### config.mk
export PLATFORM = sky130hd
export DESIGN_NAME = apb_master_bridge_flat
export DESIGN_NICKNAME = d
export VERILOG_FILES = /design/src/rtl/apb_master_bridge_if.sv /design/src/rtl/apb_master_bridge.sv /design/src/flat_wrapper.sv
export SDC_FILE = /design/constraint.sdc
export NUM_CORES = 1
export LEC_CHECK = 0
export CAP_MARGIN = 30
export CELL_PAD_IN_SITES_DETAIL_PLACEMENT = 1
export CELL_PAD_IN_SITES_GLOBAL_PLACEMENT = 2
export CORE_ASPECT_RATIO = 1.2
export CORE_MARGIN = 2
export CORE_UTILIZATION = 23
export DETAILED_ROUTE_END_ITERATION = 10
export PLACE_DENSITY = 0.76
export SLEW_MARGIN = 25
export SYNTH_ARGS = -nofsm -noshare
export SYNTH_HDL_FRONTEND = slang
export SYNTH_SLANG_ARGS = --single-unit
### constraint.sdc
create_clock -name clk -period 3.1 [get_ports clk]
set_clock_uncertainty 0.15 [all_clocks]
set_input_delay 0.465 -clock clk [delete_from_list [all_inputs] [get_ports clk]]
set_output_delay 0.465 -clock clk [all_outputs]
set_load 0.02 [all_outputs]
### src/rtl/apb_master_bridge_if.sv
// Command/response and APB bus bundle for apb_master_bridge.
// The master modport is the bridge's view; the slave modport is the peripheral/source side.
interface apb_master_bridge_if #(
  parameter int ADDR_WIDTH = 32,
  parameter int DATA_WIDTH = 32
);
  logic                  cmd_valid;
  logic                  cmd_ready;
  logic                  cmd_write;
  logic [ADDR_WIDTH-1:0] cmd_addr;
  logic [DATA_WIDTH-1:0] cmd_wdata;
  logic                  rsp_valid;
  logic [DATA_WIDTH-1:0] rsp_rdata;
  logic                  rsp_err;
  logic                  psel;
  logic                  penable;
  logic                  pwrite;
  logic [ADDR_WIDTH-1:0] paddr;
  logic [DATA_WIDTH-1:0] pwdata;
  logic [DATA_WIDTH-1:0] prdata;
  logic                  pready;
  logic                  pslverr;

  modport master (
    input  cmd_valid, cmd_write, cmd_addr, cmd_wdata, prdata, pready, pslverr,
    output cmd_ready, rsp_valid, rsp_rdata, rsp_err,
    output psel, penable, pwrite, paddr, pwdata
  );

  modport slave (
    output cmd_valid, cmd_write, cmd_addr, cmd_wdata, prdata, pready, pslverr,
    input  cmd_ready, rsp_valid, rsp_rdata, rsp_err,
    input  psel, penable, pwrite, paddr, pwdata
  );
endinterface

### src/rtl/apb_master_bridge.sv
// APB initiator: turns valid/ready commands into SETUP/ACCESS transfers with a one-cycle response.
// Optional ACCESS-phase timeout is compiled in with `define APB_MASTER_BRIDGE_TIMEOUT_EN.
module apb_master_bridge #(
  parameter int ADDR_WIDTH     = 32,
  parameter int DATA_WIDTH     = 32,
  parameter int TIMEOUT_CYCLES = 16
) (
  input  logic                   clk,
  input  logic                   rst,
  apb_master_bridge_if.master    bus
);

  typedef enum logic [1:0] {
    ST_IDLE   = 2'd0,
    ST_SETUP  = 2'd1,
    ST_ACCESS = 2'd2
  } state_t;

  state_t                state_r;
  logic                  cmd_ready_r;
  logic                  rsp_valid_r;
  logic [DATA_WIDTH-1:0] rsp_rdata_r;
  logic                  rsp_err_r;
  logic                  psel_r;
  logic                  penable_r;
  logic                  pwrite_r;
  logic [ADDR_WIDTH-1:0] paddr_r;
  logic [DATA_WIDTH-1:0] pwdata_r;

  if (TIMEOUT_CYCLES < 1) begin : g_param_check
    $error("TIMEOUT_CYCLES must be at least 1");
  end

`ifdef APB_MASTER_BRIDGE_TIMEOUT_EN
  // Counter only needs to reach TIMEOUT_CYCLES-1; the abort fires on that cycle.
  localparam int CNT_W = (TIMEOUT_CYCLES > 1) ? $clog2(TIMEOUT_CYCLES) : 1;
  localparam logic [CNT_W-1:0] CNT_LAST = CNT_W'(TIMEOUT_CYCLES - 1);
  logic [CNT_W-1:0] wait_cnt_r;
`endif

  // Transfer sequencer: owns every output register of the bridge.
  always_ff @(posedge clk or posedge rst) begin
    if (rst) begin
      state_r     <= ST_IDLE;
      cmd_ready_r <= 1'b1;
      rsp_valid_r <= 1'b0;
      rsp_rdata_r <= {DATA_WIDTH{1'b0}};
      rsp_err_r   <= 1'b0;
      psel_r      <= 1'b0;
      penable_r   <= 1'b0;
      pwrite_r    <= 1'b0;
      paddr_r     <= {ADDR_WIDTH{1'b0}};
      pwdata_r    <= {DATA_WIDTH{1'b0}};
`ifdef APB_MASTER_BRIDGE_TIMEOUT_EN
      wait_cnt_r  <= {CNT_W{1'b0}};
`endif
    end else begin
      rsp_valid_r <= 1'b0;
      case (state_r)
        ST_IDLE: begin
          if (bus.cmd_valid && cmd_ready_r) begin
            pwrite_r    <= bus.cmd_write;
            paddr_r     <= bus.cmd_addr;
            pwdata_r    <= bus.cmd_wdata;
            cmd_ready_r <= 1'b0;
            psel_r      <= 1'b1;
            penable_r   <= 1'b0;
            state_r     <= ST_SETUP;
          end else begin
            cmd_ready_r <= 1'b1;
          end
        end
        ST_SETUP: begin
          // pready is deliberately not looked at here; ACCESS always follows.
          penable_r <= 1'b1;
          state_r   <= ST_ACCESS;
`ifdef APB_MASTER_BRIDGE_TIMEOUT_EN
          wait_cnt_r <= {CNT_W{1'b0}};
`endif
        end
        ST_ACCESS: begin
          if (bus.pready) begin
            rsp_valid_r <= 1'b1;
            rsp_rdata_r <= pwrite_r ? {DATA_WIDTH{1'b0}} : bus.prdata;
            rsp_err_r   <= bus.pslverr;
            psel_r      <= 1'b0;
            penable_r   <= 1'b0;
            cmd_ready_r <= 1'b1;
            state_r     <= ST_IDLE;
`ifdef APB_MASTER_BRIDGE_TIMEOUT_EN
          end else if (wait_cnt_r == CNT_LAST) begin
            rsp_valid_r <= 1'b1;
            rsp_rdata_r <= {DATA_WIDTH{1'b0}};
            rsp_err_r   <= 1'b1;
            psel_r      <= 1'b0;
            penable_r   <= 1'b0;
            cmd_ready_r <= 1'b1;
            state_r     <= ST_IDLE;
          end else begin
            wait_cnt_r <= wait_cnt_r + CNT_W'(1);
`else
          end else begin
            state_r <= ST_ACCESS;
`endif
          end
        end
        default: begin
          // Illegal encoding: drop the bus and recover to IDLE without a response.
          psel_r      <= 1'b0;
          penable_r   <= 1'b0;
          cmd_ready_r <= 1'b1;
          state_r     <= ST_IDLE;
        end
      endcase
    end
  end

  assign bus.cmd_ready = cmd_ready_r;
  assign bus.rsp_valid = rsp_valid_r;
  assign bus.rsp_rdata = rsp_rdata_r;
  assign bus.rsp_err   = rsp_err_r;
  assign bus.psel      = psel_r;
  assign bus.penable   = penable_r;
  assign bus.pwrite    = pwrite_r;
  assign bus.paddr     = paddr_r;
  assign bus.pwdata    = pwdata_r;

endmodule

### src/flat_wrapper.sv
// flat-port wrapper written by rule: the top's interface ports become plain ports
module apb_master_bridge_flat 
#(
  parameter int ADDR_WIDTH     = 32,
  parameter int DATA_WIDTH     = 32,
  parameter int TIMEOUT_CYCLES = 16
)
  (clk, rst, bus_cmd_valid, bus_cmd_write, bus_cmd_addr, bus_cmd_wdata, bus_prdata, bus_pready, bus_pslverr, bus_cmd_ready, bus_rsp_valid, bus_rsp_rdata, bus_rsp_err, bus_psel, bus_penable, bus_pwrite, bus_paddr, bus_pwdata);
  apb_master_bridge_if #(.ADDR_WIDTH(ADDR_WIDTH), .DATA_WIDTH(DATA_WIDTH)) bus_i ();
  input  logic clk;
  input  logic rst;
  input wire logic [$bits(bus_i.cmd_valid)-1:0] bus_cmd_valid;
  input wire logic [$bits(bus_i.cmd_write)-1:0] bus_cmd_write;
  input wire logic [$bits(bus_i.cmd_addr)-1:0] bus_cmd_addr;
  input wire logic [$bits(bus_i.cmd_wdata)-1:0] bus_cmd_wdata;
  input wire logic [$bits(bus_i.prdata)-1:0] bus_prdata;
  input wire logic [$bits(bus_i.pready)-1:0] bus_pready;
  input wire logic [$bits(bus_i.pslverr)-1:0] bus_pslverr;
  output wire logic [$bits(bus_i.cmd_ready)-1:0] bus_cmd_ready;
  output wire logic [$bits(bus_i.rsp_valid)-1:0] bus_rsp_valid;
  output wire logic [$bits(bus_i.rsp_rdata)-1:0] bus_rsp_rdata;
  output wire logic [$bits(bus_i.rsp_err)-1:0] bus_rsp_err;
  output wire logic [$bits(bus_i.psel)-1:0] bus_psel;
  output wire logic [$bits(bus_i.penable)-1:0] bus_penable;
  output wire logic [$bits(bus_i.pwrite)-1:0] bus_pwrite;
  output wire logic [$bits(bus_i.paddr)-1:0] bus_paddr;
  output wire logic [$bits(bus_i.pwdata)-1:0] bus_pwdata;
  assign bus_i.cmd_valid = bus_cmd_valid;
  assign bus_i.cmd_write = bus_cmd_write;
  assign bus_i.cmd_addr = bus_cmd_addr;
  assign bus_i.cmd_wdata = bus_cmd_wdata;
  assign bus_i.prdata = bus_prdata;
  assign bus_i.pready = bus_pready;
  assign bus_i.pslverr = bus_pslverr;
  assign bus_cmd_ready = bus_i.cmd_ready;
  assign bus_rsp_valid = bus_i.rsp_valid;
  assign bus_rsp_rdata = bus_i.rsp_rdata;
  assign bus_rsp_err = bus_i.rsp_err;
  assign bus_psel = bus_i.psel;
  assign bus_penable = bus_i.penable;
  assign bus_pwrite = bus_i.pwrite;
  assign bus_paddr = bus_i.paddr;
  assign bus_pwdata = bus_i.pwdata;
  apb_master_bridge #(.ADDR_WIDTH(ADDR_WIDTH), .DATA_WIDTH(DATA_WIDTH), .TIMEOUT_CYCLES(TIMEOUT_CYCLES)) u_core (.clk(clk), .rst(rst), .bus(bus_i));
endmodule
==> out/results.txt, run 1 <==
Synth Area in XOR/XNOR -> 0%
Startpoint Class -> flip-flop
Vias per cell -> 4.14
Die X -> 127 µm
Clock root buffer -> clkbuf_16
Max Cap Viol -> 0
Power per Cell Area -> 1090 nW/µm²
VDD IR max -> 0.000388 V
Critical Path Max Stage Delay -> 0.64 ns
ANT cells -> 0
F_max -> 459 MHz
Worst Path Arrival -> 1.57 ns
Slowest cell on crit path -> clkdlybuf4s50_1
Slew HR -> 47.8%
Unique masters post-synth -> 20
Initial Util -> 23.3%
Worst Min Path Start -> u_core.bus.pwdata[6]$_DFFE_PP0P_
Initial antenna violation count -> 0
Delay-heaviest family, CP -> buffers and inverters
# rows -> 54
Post-synthesis adder-cell area fraction -> 0%
Die Y -> 152 µm
DRT Wirelength -> 11.6 mm
Post-synthesis simple-gate area fraction -> 6.40%
Status -> finished clean
Leak Pwr -> 2.82 nW
Worst Path Buf+Inv -> 1
# resized after CTS -> 0
First-pass GRT wire length -> 18.8 mm
Initial DRT Pass Iterations -> 4
Setup Fix Bufs, Post-CTS -> 0
Routed Antenna Nets -> 0
Core ar. -> 18000 µm²
R2R Setup Slk -> 1.09 ns
Mux share of post-synthesis cell area -> 28.0%
Hpwl dp -> 8.52 mm
Total nets after synthesis -> 366
Compound-Gate Fraction of Synth Area -> 0.625%
CP Max Fanout -> 5
Worst Setup EP -> bus_cmd_ready
Reg2reg start -> u_core.bus.cmd_ready$_DFFE_PP1P_
Ports -> 204
Gr usage total -> 12.4%
Die area -> 19400 µm²
Tmin final -> 2.18 ns
Syn avg cell area -> 15.9 µm²
Share of cells above drive strength 1 -> 25.9%
CP cell instances -> clkdlybuf4s50_1
Final setup violation count -> 0
WP depth -> 1
Routed WL per cell -> 16.6 µm
PortBufs -> 203
Global route total overflow -> 0
Number of synthesized register bits -> 104
Fillers -> 1866
Critical path type -> reg -> out
Worst R2R Path Depth -> 3
YS warnings -> 0
Clock transition at path regs -> 0.07 ns
Worst Tran Pin Value -> 0.783 ns
Worst-Skew Late Latency -> 0.34 ns
Max-slew violations -> 0
Vias in the first global route -> 3352
Setup crit end kind -> primary output
Drt drc -> 0
Detailed Route Iter0 Violations -> 82
Vias after detailed routing -> 2889
Clk sinks -> 104
Design Power -> 7.41 mW
Synthesized area -> 4210 µm²
RSZ-0062 raised after global routing -> no
Post-Synthesis Cells -> 264
CTS tree -> done
Reg2reg end -> u_core.bus.pwdata[7]$_DFFE_PP0P_
Largest net degree at the start of global routing -> 60
Post-Place Cell Area -> 6480 µm²
Layout area overhead -> 61.9%
Main combinational cell family by area after synthesis -> multiplexers
Bufs on Longest Clock Path -> 2
Final hold violation count -> 0
Hold Path Class -> reg -> reg
Fin area -> 6810 µm²
Nets@finish -> 571
Seq/Total Area, Yosys -> 61.9%
Num CTS Buffers -> 9
H-tree depth -> 3
Launch point of the critical path -> u_core.bus.cmd_ready$_DFFE_PP1P_
WP data required -> 2.48 ns
CTS Hold Bufs -> 0
GPL Wtd Cong -> 0.677
Setup_tns -> 0 ns
Final period utilization -> 70.3%
[power breakdown]
part	switching (mW)	leakage (nW)	internal (mW)
combinational	1.68	1.40	2.04
sequential	0.388	1.26	2.04
clock	0.505	0.159	0.754
total	2.57	2.82	4.83
[metrics by stage]
step | hold slack (ns) | setup WS (ns) | std cells | utilization, %
floorplan | 0.365 | 1.22 | 264 | -
global placement | 0.340 | 0.831 | 682 | 35.9
detailed placement | 0.342 | 0.791 | 682 | 35.9
CTS | 0.362 | 0.897 | 698 | 37.8
global route | 0.380 | 0.855 | 698 | 37.8
finish | 0.357 | 0.919 | 698 | 37.8
[metal layers]
layer | vias to the layer above | GRT usage (%) | routed length [µm]
met2 | 116 | 21.2 | 5950
met1 | 1448 | 14.3 | 4500
li1 | 1311 | - | -
met5 | - | 0 | 0
met3 | 14 | 4.63 | 935
met4 | 0 | 4.13 | 236
[area by class of cell]
type                            instances  area [µm²]  area share, %
Sequential cell                       104        2600           38.2
Tap cell                              224         280           4.12
Timing Repair Buffer                  209        2090           30.7
Clock buffer                           12         256           3.77
Clock inverter                          4        76.3           1.12
Multi-Input combinational cell        142        1490           21.9
Inverter                                3        15.0          0.220
[layout by cell type (no fill, tap or decap), drive strengths merged, types with 2 or more instances in the layout]
cell type	count
nor2b	33
nor4bb	2
mux2	98
clkdlybuf4s50	203
dfrtp	103
buf	6
clkinvlp	2
bufinv	2
clkbuf	12
inv	2
nor3b	2
[how the worst min path moves through the flow]
stage                                            to  slack [ns]  depth (start not counted)
5_1_grt           u_core.bus.pwdata[28]$_DFFE_PP0P_        0.38                          1
3_5_place_dp        u_core.bus.paddr[7]$_DFFE_PP0P_        0.34                          1
2_1_floorplan      u_core.bus.cmd_ready$_DFFE_PP1P_        0.36                          2
4_1_cts        u_core.bus.rsp_rdata[11]$_DFFE_PP0P_        0.36                          1
6_report           u_core.bus.pwdata[6]$_DFFE_PP0P_        0.36                          1
3_3_place_gp      u_core.bus.pwdata[15]$_DFFE_PP0P_        0.34                          1
[cell usage after synthesis (all sizes together)]
cell,n,share of area [%]
a311o,1,0.24
or2,1,0.15
dfstp,1,0.62
dfrtp,103,61
nor4bb,2,0.48
nor3b,2,0.36
clkbuf,3,0.27
a211oi,1,0.18
buf,12,2.5
a211o,1,0.21
nand2,1,0.089
and3b,1,0.21
inv,3,0.27
nor2b,33,4.9
mux2,98,28
nor4b,1,0.21
[cells by family after synthesis]
logic type / Yosys count
muxes: 98
and+or+nand+nor: 41
buffers and inverters: 18
DFF: 104
AOI/OAI and AO/OA: 3
[flip-flops by register name, summed over array words and instances (netlist names)]
name and cells:
u_core.bus.rsp_rdata 32, u_core.bus.paddr 32, u_core.bus.rsp_err 1, u_core.bus.pwdata 32, u_core.state_r 2, u_core.bus.rsp_valid 1
u_core.bus.psel 1, u_core.bus.cmd_ready 1, u_core.bus.pwrite 1, u_core.bus.penable 1
Note: power is estimated with default switching activity, not from simulation.
==> run 2: changes to the inputs <==
--- a/config.mk
+++ b/config.mk
@@ -10,9 +10,9 @@
 export CELL_PAD_IN_SITES_GLOBAL_PLACEMENT = 2
 export CORE_ASPECT_RATIO = 1.2
 export CORE_MARGIN = 2
-export CORE_UTILIZATION = 23
+export CORE_UTILIZATION = 26
 export DETAILED_ROUTE_END_ITERATION = 10
-export PLACE_DENSITY = 0.76
+export PLACE_DENSITY = 0.81
 export SLEW_MARGIN = 25
 export SYNTH_ARGS = -nofsm -noshare
 export SYNTH_HDL_FRONTEND = slang
==> constraint.sdc (replaced) <==
create_clock -name clk -period 2.25 [get_ports clk]
set_clock_uncertainty 0.15 [all_clocks]
set_input_delay 0.3375 -clock clk [delete_from_list [all_inputs] [get_ports clk]]
set_output_delay 0.3375 -clock clk [all_outputs]
set_load 0.02 [all_outputs]
==> run 2 against run 1 <==
Final area shrank 0.28%. Flip-flop and latch count is the same. Register-to-register slack lost 0.79 ns. Die area shrank 11%. Power grew 36%. Via count grew 0.93%. Critical path depth is the same. Highest routed layer unchanged.
==> out/results.txt, run 2 (synthesized netlist as in run 1, its figures left out) <==
Setup_tns -> 0 ns (unchanged)
Worst Path Buf+Inv -> 1 (unchanged)
CP Max Fanout -> 5 (unchanged)
Worst Path Arrival -> 1.53 ns (was 1.57 ns)
Die X -> 120 µm (was 127 µm)
Final hold violation count -> 0 (unchanged)
Clock share of power -> 16.0% (was 17.0%)
ANT cells -> 0 (unchanged)
Vias per cell -> 4.28 (was 4.14)
Vias after detailed routing -> 2916 (was 2889)
Clk sinks -> 104 (unchanged)
Clock root buffer -> clkbuf_16 (unchanged)
Share of cells above drive strength 1 -> 25.9% (unchanged)
NetSw -> 3.52 mW (was 2.57 mW)
GPL Wtd Cong -> 0.698 (was 0.677)
Leak Pwr -> 2.81 nW (was 2.82 nW)
Ports -> 204 (unchanged)
Startpoint Class -> flip-flop (unchanged)
Worst-Skew Late Latency -> 0.35 ns (was 0.34 ns)
Drt drc -> 0 (unchanged)
First-pass GRT wire length -> 17.7 mm (was 18.8 mm)
F_max -> 496 MHz
# resized after CTS -> 0 (unchanged)
WP data required -> 1.76 ns (was 2.48 ns)
Detailed Route Iter0 Violations -> 55 (was 82)
Initial Util -> 26.8% (was 23.3%)
Setup crit end kind -> primary output (unchanged)
Hold Path Class -> in -> async (was reg -> reg)
Share of power burned in registers -> 32.9% (was 32.8%)
Routed WL per cell -> 16.2 µm (was 16.6 µm)
Internal Power -> 6.56 mW (was 4.83 mW)
Largest net degree at the start of global routing -> 105 (was 60)
Vias in the first global route -> 3335 (was 3352)
CTS tree -> done (unchanged)
Max-slew violations -> 0 (unchanged)
Max Cap Viol -> 0 (unchanged)
Num CTS Buffers -> 9 (unchanged)
Tmin final -> 2.01 ns
Commonest non-fill, non-tap cell in the layout -> clkdlybuf4s50_1 (unchanged)
Routed Antenna Nets -> 0 (unchanged)
Setup Fix Bufs, Post-CTS -> 0 (unchanged)
Most frequent cells in the layout -> clkdlybuf4s50_1 (203), dfrtp_1 (103), mux2_2 (78) (unchanged)
Switching part of the total -> 34.9% (was 34.8%)
Hpwl dp -> 8.10 mm (was 8.52 mm)
Bufs on Longest Clock Path -> 2 (unchanged)
Logic pwr share -> 51.1% (was 50.2%)
Die Y -> 143 µm (was 152 µm)
H-tree depth -> 3 (unchanged)
Die area -> 17200 µm² (was 19400 µm²)
DRT Wirelength -> 11.0 mm (was 11.6 mm)
Initial DRT Pass Iterations -> 3 (was 4)
Post-route insts no fill -> 682 (was 698)
Delay-heaviest family, CP -> buffers and inverters (unchanged)
Critical Path Max Stage Delay -> 0.62 ns (was 0.64 ns)
Status -> finished clean (unchanged)
# rows -> 50 (was 54)
Core ar. -> 15700 µm² (was 18000 µm²)
Critical path type -> reg -> out (unchanged)
Layout area overhead -> 61.5% (was 61.9%)
Power per Cell Area -> 1480 nW/µm² (was 1090 nW/µm²)
Slowest cell on crit path -> clkdlybuf4s50_1 (unchanged)
Initial antenna violation count -> 0 (unchanged)
Nets@finish -> 571 (unchanged)
Clock transition at path regs -> 0.07 ns (about the same)
Slew HR -> 61.4% (was 47.8%)
Final setup violation count -> 0 (unchanged)
Final period utilization -> 89.5%
RSZ-0062 raised after global routing -> no (unchanged)
Worst Tran Pin Value -> 0.579 ns (was 0.783 ns)
CP cell instances -> clkdlybuf4s50_1 (unchanged)
Post-placement cell count -> 666 (was 682)
Gr usage total -> 13.3% (was 12.4%)
Global route total overflow -> 0 (unchanged)
PortBufs -> 203 (unchanged)
CTS Hold Bufs -> 0 (unchanged)
VDD IR max -> 0.000973 V (was 0.000388 V)
-- run 2: cell types whose count changed in the layout (fill, tap and decap cells not counted), sizes merged --
cell / delta
bufinv: -1
clkinv: -1
clkinvlp: +2
-- run 2: area by class of cell --
type	count	area, µm²
Fill cell	1637	8910
Sequential cell	104	2600
Timing Repair Buffer	209	2110
Multi-Input combinational cell	142	1490
Tap cell	208	260
Clock buffer	12	256
Clock inverter	4	52.6
Inverter	3	15.0
-- run 2: final timing paths --
path,cells past startpoint,from,slack [ns],endpoint
max in group asynchronous,3,rst,1.16,u_core.bus.cmd_ready$_DFFE_PP1P_
hold / removal,3,rst,0.33,u_core.bus.paddr[8]$_DFFE_PP0P_
hold reg to reg,2,u_core.bus.cmd_ready$_DFFE_PP1P_,0.35,u_core.bus.cmd_ready$_DFFE_PP1P_
setup reg to reg,3,u_core.bus.cmd_ready$_DFFE_PP1P_,0.30,u_core.bus.pwdata[17]$_DFFE_PP0P_
setup / recovery,1,u_core.bus.cmd_ready$_DFFE_PP1P_,0.24,bus_cmd_ready
min in group clk,2,u_core.bus.cmd_ready$_DFFE_PP1P_,0.35,u_core.bus.cmd_ready$_DFFE_PP1P_
-- run 2: power groups by stage --
| stage | clock, mW | combinational [mW] | sequential [mW] |
|---|---|---|---|
| floorplan | 0 | 1.66 | 4.45 |
| global placement | 0 | 5.12 | 3.32 |
| detailed placement | 0 | 5.22 | 3.37 |
| CTS | 1.69 | 5.24 | 3.34 |
| global route | 1.75 | 5.45 | 3.46 |
| finish | 1.62 | 5.15 | 3.32 |
-- run 2: metal layers --
metal | vias up | GRT usage, % | wire [µm]
li1 | 1315 | - | -
met1 | 1463 | 14.5 | 4330
met2 | 121 | 23.0 | 5460
met3 | 17 | 4.64 | 958
met4 | 0 | 6.56 | 292
met5 | - | 0 | 0
-- run 2: stage by stage --
step / hold WS [ns] / cell area (µm²) / utilization (%) / setup slack [ns] / power [mW]
floorplan: 0.336 / 4210 / - / 0.368 / 6.11
global placement: 0.340 / 6480 / 41.3 / 0.145 / 8.45
detailed placement: 0.345 / 6480 / 41.3 / 0.114 / 8.58
CTS: 0.361 / 6790 / 43.3 / 0.207 / 10.3
global route: 0.368 / 6790 / 43.3 / 0.186 / 10.7
finish: 0.333 / 6790 / 43.3 / 0.236 / 10.1
-- run 2: worst reg2reg max path, cell delays in order, from the launching register on --
cell      delay (ns)
dfstp_2         0.56
nor4bb_4        0.39
buf_12          0.31
mux2_2          0.42
==> run 3: changes to the inputs <==
--- a/config.mk
+++ b/config.mk
@@ -13,6 +13,7 @@
 export CORE_UTILIZATION = 26
 export DETAILED_ROUTE_END_ITERATION = 10
 export PLACE_DENSITY = 0.81
+export REMOVE_ABC_BUFFERS = 1
 export SLEW_MARGIN = 25
 export SYNTH_ARGS = -nofsm -noshare
 export SYNTH_HDL_FRONTEND = slang
==> run 3 against run 2 <==
Fmax about the same. Final cell count increased by 1.0%. Wire length increased by 6.1%. First-iteration DRC count decreased by 27%. Clock-buffer cell count decreased by 2. Sequential power about the same.
==> out/results.txt, run 3 (synthesized netlist as in run 1, its figures left out) <==
Share of cells above drive strength 1 -> 27.2% (was 25.9%)
Power per Cell Area -> 1490 nW/µm² (was 1480 nW/µm²)
Final period utilization -> 89.6% (was 89.5%)
Initial Util -> 26.8% (unchanged)
Met1 wire length -> 4.40 mm (was 4.33 mm)
ANT cells -> 0 (unchanged)
CTS Hold Bufs -> 0 (unchanged)
# resized after CTS -> 0 (unchanged)
Launch point of the critical path -> u_core.bus.cmd_ready$_DFFE_PP1P_ (unchanged)
VDD IR max -> 0.000657 V (was 0.000973 V)
Met2 Wirelength -> 5.79 mm (was 5.46 mm)
Num CTS Buffers -> 9 (unchanged)
Max Cap Viol -> 0 (unchanged)
Reg2reg start -> u_core.bus.cmd_ready$_DFFE_PP1P_ (unchanged)
Worst Setup EP -> bus_cmd_ready (unchanged)
Post-Place Cell Area -> 6570 µm² (was 6480 µm²)
Max-slew violations -> 0 (unchanged)
Finished Core Util -> 43.8% (was 43.3%)
CTS tree -> done (unchanged)
Worst Tran Pin Value -> 0.380 ns (was 0.579 ns)
H-tree depth -> 3 (unchanged)
Commonest non-fill, non-tap cell in the layout -> clkdlybuf4s50_1 (unchanged)
Worst R2R Path Depth -> 4 (was 3)
Largest net degree at the start of global routing -> 38 (was 105)
Initial DRT Pass Iterations -> 3 (unchanged)
Tmin final -> 2.02 ns (was 2.01 ns)
Slew HR -> 74.6% (was 61.4%)
Startpoint Class -> flip-flop (unchanged)
Worst-Skew Late Latency -> 0.34 ns (was 0.35 ns)
Post-placement cell count -> 673 (was 666)
# rows -> 50 (unchanged)
PortBufs -> 203 (unchanged)
Die Y -> 143 µm (unchanged)
Clk sinks -> 104 (unchanged)
Status -> finished clean (unchanged)
Worst Path Buf+Inv -> 1 (unchanged)
Hold Path Class -> in -> async (unchanged)
Final setup violation count -> 0 (unchanged)
Routed WL per cell -> 17.0 µm (was 16.2 µm)
CP cell instances -> clkdlybuf4s50_1 (unchanged)
Vias in the first global route -> 3342 (was 3335)
Fin area -> 6880 µm² (was 6790 µm²)
CP Max Fanout -> 5 (unchanged)
Global route total overflow -> 0 (unchanged)
Routed Antenna Nets -> 0 (unchanged)
Worst Path Arrival -> 1.53 ns (about the same)
Reg2reg end -> u_core.bus.pwdata[20]$_DFFE_PP0P_ (was u_core.bus.pwdata[17]$_DFFE_PP0P_)
Nets@finish -> 578 (was 571)
WP data required -> 1.76 ns (about the same)
Setup crit end kind -> primary output (unchanged)
Drt drc -> 0 (unchanged)
Setup Fix Bufs, Post-CTS -> 0 (unchanged)
Vias after detailed routing -> 2904 (was 2916)
F_max -> 496 MHz (about the same)
Final hold violation count -> 0 (unchanged)
Most frequent cells in the layout -> clkdlybuf4s50_1 (203), dfrtp_1 (103), mux2_2 (78) (unchanged)
Die X -> 120 µm (unchanged)
Detailed Route Iter0 Violations -> 40 (was 55)
Critical path type -> reg -> out (unchanged)
Delay-heaviest family, CP -> buffers and inverters (unchanged)
First-pass GRT wire length -> 18.1 mm (was 17.7 mm)
DR top layer -> met4 (unchanged)
Hpwl dp -> 8.87 mm (was 8.10 mm)
Critical Path Max Stage Delay -> 0.61 ns (was 0.62 ns)
Slowest cell on crit path -> clkdlybuf4s50_1 (unchanged)
Gr usage total -> 13.6% (was 13.3%)
Met3 Routed Length -> 1.41 mm (was 958 µm)
Core ar. -> 15700 µm² (unchanged)
Vias per cell -> 4.21 (was 4.28)
DRT Wirelength -> 11.7 mm (was 11.0 mm)
WP depth -> 1 (unchanged)
R2R Setup Slk -> 0.29 ns (was 0.30 ns)
Die area -> 17200 µm² (unchanged)
Ports -> 204 (unchanged)
Clock transition at path regs -> 0.07 ns (about the same)
Post-route insts no fill -> 689 (was 682)
GPL Wtd Cong -> 0.720 (was 0.698)
Clock root buffer -> clkbuf_16 (unchanged)
Initial antenna violation count -> 0 (unchanged)
Leak Pwr -> 2.87 nW (was 2.81 nW)
RSZ-0062 raised after global routing -> no (unchanged)
Bufs on Longest Clock Path -> 2 (unchanged)
Layout area overhead -> 63.7% (was 61.5%)
[run 3: changes by cell type in the layout (fill, tap and decap cells not counted), sizes merged]
cell,previous run,this run
buf,6,13
clkinv,0,2
clkbuf,12,10
inv,2,6
clkinvlp,4,0
[run 3: worst min path at each step]
stage / start / end / depth (start not counted)
6_report: rst / u_core.bus.penable$_DFFE_PP0P_ / 2
5_1_grt: rst / u_core.bus.paddr[10]$_DFFE_PP0P_ / 2
4_1_cts: rst / u_core.bus.pwdata[4]$_DFFE_PP0P_ / 2
3_5_place_dp: u_core.bus.paddr[3]$_DFFE_PP0P_ / u_core.bus.paddr[3]$_DFFE_PP0P_ / 1
3_3_place_gp: u_core.bus.rsp_rdata[18]$_DFFE_PP0P_ / u_core.bus.rsp_rdata[18]$_DFFE_PP0P_ / 1
2_1_floorplan: bus_cmd_addr[0] / u_core.bus.paddr[0]$_DFFE_PP0P_ / 1
[run 3: routing by layer]
metal | vias to the layer above | GRT usage (%)
met5 | - | 0
met4 | 0 | 4.64
met3 | 9 | 6.94
met2 | 143 | 23.3
met1 | 1422 | 14.6
li1 | 1330 | -
[run 3: cell type report]
cell class / instances / area [µm²]
Timing Repair Buffer: 216 / 2200
Sequential cell: 104 / 2600
Clock buffer: 10 / 239
Inverter: 3 / 13.8
Multi-Input combinational cell: 142 / 1490
Clock inverter: 6 / 73.8
Tap cell: 208 / 260
Fill cell: 1627 / 8820
[run 3: where the power goes]
part / internal (mW) / leakage, nW / switching (mW)
clock: 0.910 / 0.154 / 0.723
sequential: 2.81 / 1.26 / 0.539
combinational: 2.89 / 1.46 / 2.35
total: 6.61 / 2.87 / 3.62
[run 3: worst register-to-register path, cell delays in order, from the launching register on]
cell      delay, ns
dfstp_2        0.57
nor4bb_4       0.34
buf_12         0.22
buf_4          0.21
mux2_2         0.35
[run 3: through the flow]
| step | setup slack, ns | power (mW) | hold WS [ns] | TNS (ns) |
|---|---|---|---|---|
| 3_3_place_gp | 0.143 | 8.57 | 0.339 | 0 |
| 4_1_cts | 0.203 | 10.4 | 0.115 | 0 |
| 3_5_place_dp | 0.102 | 8.71 | 0.345 | 0 |
| 5_1_grt | 0.175 | 10.8 | 0.144 | 0 |
| 6_report | 0.235 | 10.2 | 0.127 | 0 |
| 2_1_floorplan | -7.16 | 5.65 | 0.336 | -582.28 |
